[config.mk]
export PLATFORM = sky130hd
export DESIGN_NAME = sdram_refresh_scheduler
export DESIGN_NICKNAME = d
export VERILOG_FILES = /design/src/rtl/sdram_refresh_scheduler.sv
export SDC_FILE = /design/constraint.sdc
export NUM_CORES = 1
export LEC_CHECK = 0
export CAP_MARGIN = 20
export CORE_AREA = 3 3 61 119
export DETAILED_ROUTE_END_ITERATION = 8
export DIE_AREA = 0 0 64 122
export PLACE_DENSITY = 0.42
export SYNTH_ARGS = -nofsm -noshare
export SYNTH_HDL_FRONTEND = slang
export SYNTH_SLANG_ARGS = --single-unit
[constraint.sdc]
create_clock -name CLK -period 5.5 [get_ports CLK]
set_input_delay 0.825 -clock CLK [delete_from_list [all_inputs] [get_ports CLK]]
set_output_delay 0.825 -clock CLK [all_outputs]
set_load 0.02 [all_outputs]
[src/rtl/sdram_refresh_scheduler.sv]
// sdram_refresh_scheduler
//   Waits INIT_DELAY cycles after reset, then produces one refresh tick every
//   REF_INTERVAL cycles while running. Ticks accumulate in a pending count
//   (up to MAX_POSTPONE) that the command stage drains with ref_ack pulses.
//   The request level is decoded from the registered pending count.
//
// Ports
//   CLK        : clock, all state changes on the rising edge
//   RST_N      : synchronous active-low reset
//   enable     : 1 lets the interval counter run, 0 parks the scheduler in HOLD
//   ref_ack    : one-cycle pulse, one refresh has been issued
//   do_refresh : 0 none, 1 normal request, 2 urgent request (backlog full)
//   pending    : number of owed refreshes
//   init_done  : high once the power-up wait has completed
//   err        : sticky flag for backlog overflow or ack with nothing owed
module sdram_refresh_scheduler #(
  parameter int unsigned INIT_DELAY   = 20000,
  parameter int unsigned REF_INTERVAL = 780,
  parameter int unsigned MAX_POSTPONE = 8
) (
  input  logic       CLK,
  input  logic       RST_N,
  input  logic       enable,
  input  logic       ref_ack,
  output logic [1:0] do_refresh,
  output logic [3:0] pending,
  output logic       init_done,
  output logic       err
);

  localparam int unsigned IW = (INIT_DELAY > 1) ? $clog2(INIT_DELAY) : 1;
  localparam int unsigned CW = $clog2(REF_INTERVAL);

  localparam logic [IW-1:0] INIT_LAST = IW'((INIT_DELAY > 0) ? INIT_DELAY - 1 : 0);
  localparam logic [CW-1:0] RELOAD    = CW'(REF_INTERVAL - 1);
  localparam logic [3:0]    PEND_MAX  = 4'(MAX_POSTPONE);

  typedef enum logic [1:0] {
    ST_INIT,
    ST_RUN,
    ST_HOLD
  } state_e;

  state_e          state_q,      state_d;
  logic [IW-1:0]   init_cnt_q,   init_cnt_d;
  logic [CW-1:0]   intv_cnt_q,   intv_cnt_d;
  logic [3:0]      pending_q,    pending_d;
  logic [1:0]      do_refresh_q, do_refresh_d;
  logic            init_done_q,  init_done_d;
  logic            err_q,        err_d;
  logic            tick;

  always_comb begin
    state_d      = state_q;
    init_cnt_d   = init_cnt_q;
    intv_cnt_d   = intv_cnt_q;
    pending_d    = pending_q;
    init_done_d  = init_done_q;
    err_d        = err_q;
    tick         = 1'b0;

    // Request level follows the registered count one cycle later.
    if (pending_q == '0) begin
      do_refresh_d = 2'd0;
    end else if (pending_q >= PEND_MAX) begin
      do_refresh_d = 2'd2;
    end else begin
      do_refresh_d = 2'd1;
    end

    case (state_q)
      ST_INIT: begin
        pending_d = '0;
        if (init_cnt_q == INIT_LAST) begin
          state_d     = enable ? ST_RUN : ST_HOLD;
          init_done_d = 1'b1;
          intv_cnt_d  = RELOAD;
        end else begin
          init_cnt_d = init_cnt_q + 1'b1;
        end
      end
      ST_RUN: begin
        // Counting is tied to the registered state, so the cycle on which
        // enable=0 is sampled still advances the counter before HOLD freezes it.
        if (intv_cnt_q == '0) begin
          tick       = 1'b1;
          intv_cnt_d = RELOAD;
        end else begin
          intv_cnt_d = intv_cnt_q - 1'b1;
        end
        if (!enable) begin
          state_d = ST_HOLD;
        end
      end
      ST_HOLD: begin
        if (enable) begin
          state_d = ST_RUN;
        end
      end
      default: begin
        state_d = ST_INIT;
      end
    endcase

    if (state_q != ST_INIT) begin
      case ({tick, ref_ack})
        2'b10: begin
          if (pending_q == PEND_MAX) begin
            err_d = 1'b1;
          end else begin
            pending_d = pending_q + 1'b1;
          end
        end
        2'b01: begin
          if (pending_q == '0) begin
            err_d = 1'b1;
          end else begin
            pending_d = pending_q - 1'b1;
          end
        end
        2'b11: begin
          // Coincident tick and ack cancel, unless the ack was spurious.
          if (pending_q == '0) begin
            err_d     = 1'b1;
            pending_d = 4'd1;
          end
        end
        default: begin
        end
      endcase
    end
  end

  always_ff @(posedge CLK) begin
    if (!RST_N) begin
      state_q      <= ST_INIT;
      init_cnt_q   <= '0;
      intv_cnt_q   <= RELOAD;
      pending_q    <= '0;
      do_refresh_q <= '0;
      init_done_q  <= 1'b0;
      err_q        <= 1'b0;
    end else begin
      state_q      <= state_d;
      init_cnt_q   <= init_cnt_d;
      intv_cnt_q   <= intv_cnt_d;
      pending_q    <= pending_d;
      do_refresh_q <= do_refresh_d;
      init_done_q  <= init_done_d;
      err_q        <= err_d;
    end
  end

  assign do_refresh = do_refresh_q;
  assign pending    = pending_q;
  assign init_done  = init_done_q;
  assign err        = err_q;

endmodule

==> impl_metrics.json <==
{
  "start_util_pct": 28.7,
  "fin_crit_sh_pct": 46.3,
  "hp-class": "reg -> reg",
  "r2r_slack_ns": 2.95,
  "gr-total-overflow": 0,
  "swShare_pct": 20.4,
  "post-route-min-period_ns": 2.55,
  "io_buffers": 11,
  "finClkSkew_ns": 0.00426,
  "grt_pass1_vias": 1595,
  "via_per_inst": 4.96,
  "die_area_sq_um": 7810,
  "rsz0062_at_grt": "no",
  "arrival_ns": 2.77,
  "total_power_mw": 0.550,
  "ir_worst_vdd_uv": 105,
  "cts.path.max_buffers": 2,
  "required_ns": 5.72,
  "ys_seq_area_share_pct": 38.1,
  "power_frac_comb_pct": 2.4,
  "async_reset_ff_share_pct": 0,
  "postCtsResizedCells": 0,
  "synthToLayoutAreaGrowth_pct": 18.3,
  "rows": 41,
  "met1_length_mm": 1.75,
  "met2_length_mm": 2.49,
  "ys_seq_elements": 35,
  "fill_cells": 691,
  "drt-wirelength-per-cell_microns": 14.1,
  "drtIter0Drc": 47,
  "grt_first_pass_wirelength_mm": 7.71,
  "drv_cap": 0,
  "remaining_drc_errors": 0,
  "pin_count": 12,
  "ff_latch_area_sq_um": 701,
  "placedCellCount": 307,
  "netlist_instances": 217,
  "grt_usage_pct": 13.0,
  "timing_worst_setup_path_type": "reg -> reg",
  "setup_violations": 0,
  "synth_edf_count": 0,
  "p_int_mw": 0.438,
  "total_leakage_power_nw": 0.797,
  "drive_above_1_share_pct": 5.26,
  "highest_layer": "met4",
  "pwr-share-seq_pct": 46.8,
  "cts_sinks": 35,
  "cts-root-buf": "clkbuf_16",
  "wl_met3_microns": 84,
  "antenna_found_initial": 0,
  "outcome": "complete, no violations",
  "end_kind": "register",
  "slew_headroom_pct": 47.1,
  "synth_area_sq_um": 1840,
  "crit_path_max_fanout": 16,
  "multi_input_area_sq_um": 1070,
  "synth.distinct_cells": 41,
  "core_sq_um": 6410,
  "start_kind": "register",
  "numCtsBuffers": 5,
  "syn_nets": 226,
  "clk_latency_ns": 0.28,
  "die_y_microns": 122,
  "gp_congestion": 0.739,
  "diodes": 0,
  "power.density_nw_per_um2": 253,
  "htreeDepth": 2,
  "synthFlopType": "dfxtp_1",
  "setup_tns_ns": 0,
  "grt_max_degree": 25,
  "hpwl_mm": 3.24,
  "fmax_mhz": 393,
  "dieWidth_microns": 64,
  "clkPwrFrac_pct": 50.8,
  "postCtsSetupBuffers": 0,
  "slew_viol_final": 0,
  "ys.warnings.count": 0,
  "final_nets": 237,
  "vias": 1556,
  "routed_wl_mm": 4.44,
  "cts_hold_repair.buffers": 0,
  "worstMarginPinSlew_ns": 0.784,
  "clk_pin_slew_ns": 0.05,
  "drtPass1Iterations": 4,
  "layout.cells.non_filler": 314,
  "syn_avg_cell_area_sq_um": 8.47,
  "ant_nets": 0,
  "power.switching_mw": 0.112,
  "hold_viol": 0,
  "cts_tree": "yes"
}
-- critical path: stages, from the launching register on --
cell and delay (ns):
dfxtp_1 0.31, inv_1 0.11, ha_1 0.15, or4b_1 0.49
or4_1 0.68, or3_1 0.43, a21oi_1 0.15, o311a_1 0.17
-- cell usage in the layout (no fill, tap or decap), types with 9 or more instances in the layout --
master / n
and2_1: 12
clkdlybuf4s50_1: 11
dfxtp_1: 35
nand2_1: 14
nor2_1: 14
nor3_1: 9
o21ai_0: 9
xnor2_1: 11
-- registers in the layout, indices dropped and copies added, names as in the netlist --
name        flops
do_refresh      2
err             1
init_done       1
init_cnt_q     15
pending         4
state_q         2
intv_cnt_q     10
-- final cells by class --
type | instances | area share (%)
multi-input cells | 166 | 49.4
clock buffers | 6 | 6.39
repair buffers | 12 | 5.41
clock inverters | 1 | 0.230
well taps | 86 | 4.95
inverters | 8 | 1.38
flip-flops and latches | 35 | 32.2
-- layer usage --
metal | track usage [%] | up-vias
li1 | - | 795
met1 | 12.4 | 741
met2 | 24.9 | 12
met3 | 2.49 | 8
met4 | 7.31 | 0
met5 | 0 | -
-- power by group through the flow --
stage | Combinational, mW | Sequential (mW) | Clock, mW
detailed placement | 0.0138 | 0.263 | 0
finish | 0.0133 | 0.257 | 0.280
floorplan | 0.00806 | 0.262 | 0
CTS | 0.0139 | 0.257 | 0.293
global route | 0.0155 | 0.258 | 0.302
global placement | 0.0139 | 0.263 | 0
-- stage by stage --
step                      hold WS (ns)  instance area [sq um]  worst slack (ns)  utilization [%]
after global routing             0.504                   2170              2.74             33.9
after floorplan                  0.458                   1840              3.28                -
after detailed placement         0.447                   2030              2.98             31.7
final                            0.453                   2170              2.95             33.9
after global placement           0.436                   2030              2.97             31.7
after CTS                        0.460                   2170              2.95             33.9
-- cells in the mapped netlist (5+ instances only) --
library cell,number,area (sq um)
a21oi_1,8,40.0
and2_1,12,75.1
clkbuf_1,6,22.5
dfxtp_1,35,701
ha_1,5,62.6
inv_1,8,30.0
nand2_1,14,52.6
nand2b_1,5,31.3
nand3_1,8,40.0
nand4_1,5,31.3
nor2_1,14,52.6
nor2b_1,6,37.5
nor3_1,9,45.0
o21ai_0,9,45.0
or3_1,7,43.8
or4_1,6,45.0
xnor2_1,11,96.3
xor2_1,6,52.6
-- kinds of logic (layout without fill, tap and decap cells) --
group,after synthesis,in the layout,share of synthesized area (%)
flip-flops,35,35,38.1
XOR/XNOR,17,17,8.10
multiplexers,3,3,1.63
adder cells (fa/ha/maj),5,5,3.40
AO/OA/AOI/OAI,38,38,13.5
buffers and inverters,16,27,3.40
AND/OR/NAND/NOR,103,103,31.9
-- path summary, 6_finish.rpt --
kind                              endpoint     startpoint  cells past startpoint
worst max register to register  pending[2]  intv_cnt_q[0]                      7
worst min-delay path                   err            err                      2
worst max-delay path            pending[2]  intv_cnt_q[0]                      7
worst min register to register         err            err                      2
Note: power is estimated with default switching activity, not from simulation.
